[src/rtl/part_select_pkg.sv]
// Shared definitions for the part-select read-modify-write engine.
//   - request opcodes carried on req_op
//   - controller state encoding
package part_select_pkg;

  localparam logic [1:0] OP_WR_FULL  = 2'b00;
  localparam logic [1:0] OP_WR_FIELD = 2'b01;
  localparam logic [1:0] OP_RD_FIELD = 2'b10;
  localparam logic [1:0] OP_RSVD     = 2'b11;

  typedef enum logic [1:0] {
    IDLE  = 2'b00,
    FETCH = 2'b01,
    MERGE = 2'b10,
    RESP  = 2'b11
  } state_e;

endpackage

[src/rtl/field_mask_gen.sv]
// Combinational field mask generator.
//   lo        : field LSB (physical bit index, 0 = register LSB)
//   len       : field width minus one
//   mask      : ones over bits lo .. lo+len, clipped to the register width
//   range_err : field extends past the register MSB (lo+len+1 > WIDTH)
// All arithmetic is done one bit wider than IDX_W so lo+len never wraps.
module field_mask_gen #(
  parameter int WIDTH = 8,
  parameter int IDX_W = 3
) (
  input  logic [IDX_W-1:0] lo,
  input  logic [IDX_W-1:0] len,
  output logic [WIDTH-1:0] mask,
  output logic             range_err
);

  logic [IDX_W:0] lo_ext;
  logic [IDX_W:0] hi;  // index of the field MSB

  assign lo_ext    = {1'b0, lo};
  assign hi        = lo_ext + {1'b0, len};
  // lo+len+1 > WIDTH is the same as hi >= WIDTH
  assign range_err = (hi >= (IDX_W+1)'(WIDTH));

  genvar gi;
  generate
    for (gi = 0; gi < WIDTH; gi++) begin : g_mask
      assign mask[gi] = (lo_ext <= (IDX_W+1)'(gi)) && ((IDX_W+1)'(gi) <= hi);
    end
  endgenerate

endmodule

[src/rtl/part_select_rmw.sv]
// Part-select register-file engine.
// Handles one request at a time through IDLE -> FETCH -> MERGE -> RESP:
// full-word writes, field writes with truncation of the source, and field
// reads with zero-extension. Each register carries a written bit so reads
// of never-written registers are flagged.
//   clk, reset            : clock, synchronous active-high reset
//   req_valid/req_ready   : request handshake (ready only in IDLE)
//   req_op/addr/lo/len/data : request payload, latched on acceptance
//   resp_valid/resp_ready : response handshake, payload held until taken
//   resp_data/resp_err    : registered result and error flag
module part_select_rmw
  import part_select_pkg::*;
#(
  parameter int WIDTH  = 8,
  parameter int DEPTH  = 4,
  parameter int ADDR_W = 2,
  parameter int IDX_W  = 3
) (
  input  logic              clk,
  input  logic              reset,
  input  logic              req_valid,
  output logic              req_ready,
  input  logic [1:0]        req_op,
  input  logic [ADDR_W-1:0] req_addr,
  input  logic [IDX_W-1:0]  req_lo,
  input  logic [IDX_W-1:0]  req_len,
  input  logic [WIDTH-1:0]  req_data,
  output logic              resp_valid,
  input  logic              resp_ready,
  output logic [WIDTH-1:0]  resp_data,
  output logic              resp_err
);

  state_e state_reg, state_next;

  // latched request
  logic [1:0]        op_reg;
  logic [ADDR_W-1:0] addr_reg;
  logic [IDX_W-1:0]  lo_reg;
  logic [IDX_W-1:0]  len_reg;
  logic [WIDTH-1:0]  data_reg;

  // values captured in FETCH
  logic [WIDTH-1:0]  old_reg;
  logic              old_written_reg;
  logic [WIDTH-1:0]  mask_reg;
  logic              range_err_reg;
  logic              addr_ok_reg;

  logic [WIDTH-1:0]  resp_data_reg;
  logic              resp_err_reg;

  // register bank as plain flops so it can be cleared by reset
  logic [WIDTH-1:0]  bank_reg [DEPTH];
  logic [DEPTH-1:0]  written_reg;

  logic [WIDTH-1:0]  mask;
  logic              range_err;

  field_mask_gen #(.WIDTH(WIDTH), .IDX_W(IDX_W)) u_mask (
    .lo        (lo_reg),
    .len       (len_reg),
    .mask      (mask),
    .range_err (range_err)
  );

  // One-hot address decode; an address with no hit (>= DEPTH) reads zero
  // and is reported as an error in MERGE.
  logic [DEPTH-1:0]  addr_hit;
  logic [WIDTH-1:0]  rd_term [DEPTH];
  logic [WIDTH-1:0]  rd_data;
  logic              rd_written;

  genvar gi;
  generate
    for (gi = 0; gi < DEPTH; gi++) begin : g_decode
      assign addr_hit[gi] = (addr_reg == ADDR_W'(gi));
      assign rd_term[gi]  = addr_hit[gi] ? bank_reg[gi] : '0;
    end
  endgenerate

  always_comb begin
    rd_data = '0;
    for (int i = 0; i < DEPTH; i++) begin
      rd_data = rd_data | rd_term[i];
    end
  end

  assign rd_written = |(addr_hit & written_reg);

  // MERGE datapath
  logic [WIDTH-1:0] old_eff;
  logic [WIDTH-1:0] merge_data;
  logic             merge_err;
  logic             merge_we;
  logic             bank_we;

  // never-written registers contribute zero old bits
  assign old_eff = old_written_reg ? old_reg : '0;

  always_comb begin
    merge_data = '0;
    merge_err  = 1'b1;
    merge_we   = 1'b0;
    if (addr_ok_reg) begin
      case (op_reg)
        OP_WR_FULL: begin
          merge_data = data_reg;
          merge_err  = 1'b0;
          merge_we   = 1'b1;
        end
        OP_WR_FIELD: begin
          if (range_err_reg) begin
            merge_data = old_eff;
            merge_err  = 1'b1;
          end else begin
            merge_data = (old_eff & ~mask_reg) | ((data_reg << lo_reg) & mask_reg);
            merge_err  = 1'b0;
            merge_we   = 1'b1;
          end
        end
        OP_RD_FIELD: begin
          merge_data = (old_eff & mask_reg) >> lo_reg;
          merge_err  = range_err_reg | ~old_written_reg;
        end
        default: begin
          merge_data = '0;
          merge_err  = 1'b1;
        end
      endcase
    end
  end

  assign bank_we = (state_reg == MERGE) && merge_we;

  // next-state logic
  always_comb begin
    state_next = state_reg;
    case (state_reg)
      IDLE:    if (req_valid) state_next = FETCH;
      FETCH:   state_next = MERGE;
      MERGE:   state_next = RESP;
      RESP:    if (resp_ready) state_next = IDLE;
      default: state_next = IDLE;
    endcase
  end

  always_ff @(posedge clk) begin
    if (reset) begin
      state_reg       <= IDLE;
      op_reg          <= '0;
      addr_reg        <= '0;
      lo_reg          <= '0;
      len_reg         <= '0;
      data_reg        <= '0;
      old_reg         <= '0;
      old_written_reg <= 1'b0;
      mask_reg        <= '0;
      range_err_reg   <= 1'b0;
      addr_ok_reg     <= 1'b0;
      resp_data_reg   <= '0;
      resp_err_reg    <= 1'b0;
    end else begin
      state_reg <= state_next;
      case (state_reg)
        IDLE: begin
          if (req_valid) begin
            op_reg   <= req_op;
            addr_reg <= req_addr;
            lo_reg   <= req_lo;
            len_reg  <= req_len;
            data_reg <= req_data;
          end
        end
        FETCH: begin
          old_reg         <= rd_data;
          old_written_reg <= rd_written;
          mask_reg        <= mask;
          range_err_reg   <= range_err;
          addr_ok_reg     <= |addr_hit;
        end
        MERGE: begin
          resp_data_reg <= merge_data;
          resp_err_reg  <= merge_err;
        end
        default: ;
      endcase
    end
  end

  always_ff @(posedge clk) begin
    if (reset) begin
      for (int i = 0; i < DEPTH; i++) begin
        bank_reg[i] <= '0;
      end
      written_reg <= '0;
    end else if (bank_we) begin
      for (int i = 0; i < DEPTH; i++) begin
        if (addr_hit[i]) begin
          bank_reg[i]    <= merge_data;
          written_reg[i] <= 1'b1;
        end
      end
    end
  end

  assign req_ready  = (state_reg == IDLE);
  assign resp_valid = (state_reg == RESP);
  assign resp_data  = resp_data_reg;
  assign resp_err   = resp_err_reg;

endmodule
[config.mk]
export PLATFORM = sky130hd
export DESIGN_NAME = part_select_rmw
export DESIGN_NICKNAME = d
export VERILOG_FILES = /design/src/rtl/part_select_pkg.sv /design/src/rtl/field_mask_gen.sv /design/src/rtl/part_select_rmw.sv
export SDC_FILE = /design/constraint.sdc
export NUM_CORES = 1
export LEC_CHECK = 0
export BUFFER_PORTS_ARGS = -buffer_cell sky130_fd_sc_hd__buf_2
export CAP_MARGIN = 20
export CORE_MARGIN = 1.5
export CORE_UTILIZATION = 39
export DETAILED_ROUTE_END_ITERATION = 6
export HOLD_SLACK_MARGIN = 0.03
export PLACE_DENSITY = 0.58
export SKIP_CTS_REPAIR_TIMING = 1
export SYNTH_ARGS = -nofsm -noshare
export SYNTH_HDL_FRONTEND = slang
export SYNTH_SLANG_ARGS = --single-unit
export TNS_END_PERCENT = 1
[constraint.sdc]
create_clock -name clk -period 2.68 [get_ports clk]
set_clock_uncertainty 0.15 [all_clocks]
set_input_delay 0.67 -clock clk [delete_from_list [all_inputs] [get_ports clk]]
set_output_delay 0.67 -clock clk [all_outputs]
set_load 0.02 [all_outputs]
==> results.json <==
{
  "status": "complete, no violations",
  "synth_area_leaders": "dfxtp_1 (23%), edfxtp_1 (22%), a21oi_1 (7.8%)",
  "rows": 38,
  "post-route-period-util": 0.882,
  "hp-start": "written_reg[2]",
  "synth_top_area_frac": 0.233,
  "fin_util": 0.465,
  "num_vias": 3783,
  "r2r-start": "lo_reg[2]",
  "crit_required_ns": 2.60,
  "syn_area_mm2": 0.00446,
  "drive_gt1_frac": 0.173,
  "cp-end-kind": "flip-flop",
  "core_area_mm2": 0.0110,
  "clock_latency_ns": 0.35,
  "drtAntennaViolNets": 0,
  "synth_top_cell_by_area": "dfxtp_1",
  "yosys_warnings": 0,
  "worstPathArrival_ns": 2.29,
  "htree_num_levels": 3,
  "grt_pass1_wl_mm": 19.2,
  "worst-setup-path-type": "flip-flop to flip-flop",
  "start_util": 0.406,
  "leakagePower_nw": 1.80,
  "antenna_found_initial": 0,
  "synth-seq-cells": 84,
  "slew_violations": 0,
  "stdcell_area_mm2": 0.00511,
  "syn_inst": 470,
  "cts_tree": "yes",
  "drv_cap": 0,
  "r2r_setup_slack_ns": 0.32,
  "fillers": 1042,
  "nets": 534,
  "io_pins": 33,
  "tightest_slew_ns": 0.688,
  "overflow": 0,
  "powerDensity_mw_per_mm2": 822,
  "grt_pass1_vias": 3613,
  "path_max_fanout": 19,
  "whs_path_depth": 2,
  "synth-edff-count": 32,
  "clockBufferDepth": 2,
  "final-setup-viol-count": 0,
  "start_kind": "flip-flop",
  "fmaxAchievable_ghz": 0.423,
  "drt_iter0_drc": 387,
  "clk_pin_slew_worst_paths_ns": 0.06,
  "gr-usage-all-layers": 0.216,
  "synth_flop_cell": "dfxtp_1",
  "cts_root_buffer": "clkbuf_16",
  "syn2layout_area_growth_pct": 14.5,
  "diodes": 0,
  "timing.rr.end": "bank_reg[3][5]",
  "ff2ff_path_depth": 5,
  "min_period_ns": 2.36,
  "first_pass_iters": 5,
  "gp_congestion": 0.984,
  "hold_path_end": "written_reg[2]",
  "timing.hold.ws_ns": 0.318,
  "place_area_mm2": 0.00484,
  "hold_viol": 0,
  "synth_cell_types": 58,
  "seq_area_frac_synth": 0.449,
  "hpwl_mm": 8.86,
  "crit_path_max_incr_delay_ns": 0.73,
  "die_x_um": 110,
  "synth_fp_nets": 500,
  "grt_max_degree": 31,
  "die_y_um": 110,
  "io_buffer_count": 32,
  "path_cells": "buf_4, nand4bb_1, nor2_1, a221oi_1, a21oi_1",
  "multi_input_area_mm2": 0.00230,
  "slowest_stage": "dfxtp_1",
  "slew_headroom": 0.541,
  "drc": 0,
  "cts.sinks": 84,
  "wl_per_cell_um": 18.7,
  "largest_register_ffs": 32,
  "async_flop_share": 0,
  "vias_per_cell": 5.83,
  "wl_mm": 12.2,
  "setup_tns_ns": 0,
  "rsz0062_at_grt": "false",
  "die-area_mm2": 0.0121,
  "cts_buffers": 9,
  "avgSynthCellArea_um2": 9.50,
  "finalPower_mw": 4.20,
  "regArea_mm2": 0.00200,
  "hold_path.class": "flip-flop to flip-flop",
  "ir_drop_v": 0.000734
}
## report_power, final
group / internal, mW / total [mW] / switching (mW)
logic: 0.544 / 1.30 / 0.756
clock network: 0.632 / 1.16 / 0.525
registers: 1.50 / 1.74 / 0.241
total: 2.68 / 4.20 / 1.52
## cells by family (layout without fill, tap and decap cells)
kind of cell               after synthesis  count (layout)  share of synthesized area
AOI/OAI and AO/OA                      136             136                      0.191
adders and majority gates                8               8                     0.0241
buffers and inverters                   40              79                     0.0367
DFF                                     84              84                      0.449
muxes                                   33              33                      0.110
and+or+nand+nor                        169             169                      0.189
## layer usage
layer,wire [um],vias up,GRT usage
met1,5430,1779,0.295
li1,-,1812,-
met3,806,33,0.0388
met2,5610,159,0.335
met5,0,-,0
met4,316,0,0.0928
## worst max-delay path by stage
stage	slack (ns)	cells past startpoint	startpoint	end
CTS	0.36	5	lo_reg[2]	bank_reg[3][5]
global placement	0.38	5	lo_reg[2]	bank_reg[2][5]
finish	0.32	5	lo_reg[2]	bank_reg[3][5]
floorplan	0.38	6	lo_reg[1]	mask_reg[3]
detailed placement	0.36	5	lo_reg[2]	bank_reg[3][5]
global route	0.13	5	state_reg[0]	bank_reg[1][6]
## stage by stage
stage               instances  setup WS [ns]
CTS                       649          0.359
global placement          633          0.383
floorplan                 470          0.376
detailed placement        633          0.363
finish                    649          0.315
global route              649          0.135
## synth_stat cells (2+ instances only)
cell type	instances
a211oi_1	5
a21o_1	7
a21oi_1	70
a221oi_1	3
a22o_1	3
a22oi_1	2
a311oi_1	3
a31oi_1	4
and2_1	9
and3_1	2
buf_1	7
buf_2	5
clkbuf_1	16
dfxtp_1	52
edfxtp_1	32
ha_1	7
inv_1	10
mux2i_1	20
mux4_2	13
nand2_1	60
nand2b_1	13
nand3_1	8
nand3b_1	9
nand4_1	2
nor2_1	37
nor2b_1	10
nor3_1	5
nor3b_1	2
o2111ai_1	3
o211ai_1	8
o21ai_0	8
o221ai_1	3
o22ai_1	4
o32ai_1	2
or2_2	2
or4b_2	2
## area by class of cell
type                            instances  share of cell area
Tap cell                              140              0.0343
Inverter                               11             0.00808
Timing Repair Buffer                   52              0.0632
Sequential cell                        84               0.392
Clock buffer                           11              0.0456
Clock inverter                          5             0.00735
Multi-Input combinational cell        346               0.450
## cells in the final DEF, fill, tap and decap left out, drive strengths merged, types with 3 or more instances in the layout
cell / count
dfxtp: 52
mux4: 13
o22ai: 4
ha: 7
edfxtp: 32
o211ai: 8
inv: 11
nor2b: 10
a211oi: 5
nand3b: 9
a21oi: 70
and2: 9
nand2b: 13
clkinv: 3
o221ai: 3
nand2: 60
a311oi: 3
mux2i: 20
nand3: 8
or2: 3
clkbuf: 11
a31oi: 5
nor3: 5
buf: 52
o2111ai: 3
nor2: 37
a21o: 7
o21ai: 8
a22o: 3
a221oi: 3
## worst max-delay path, delay by kind of cell, from the launching register on
family / cells / cell delay, ns
AO/OA/AOI/OAI: 2 / 0.70
flip-flops: 1 / 0.73
buffers and inverters: 1 / 0.26
AND/OR/NAND/NOR: 2 / 0.26
No activity file was read; power rests on OpenSTA's default activity.
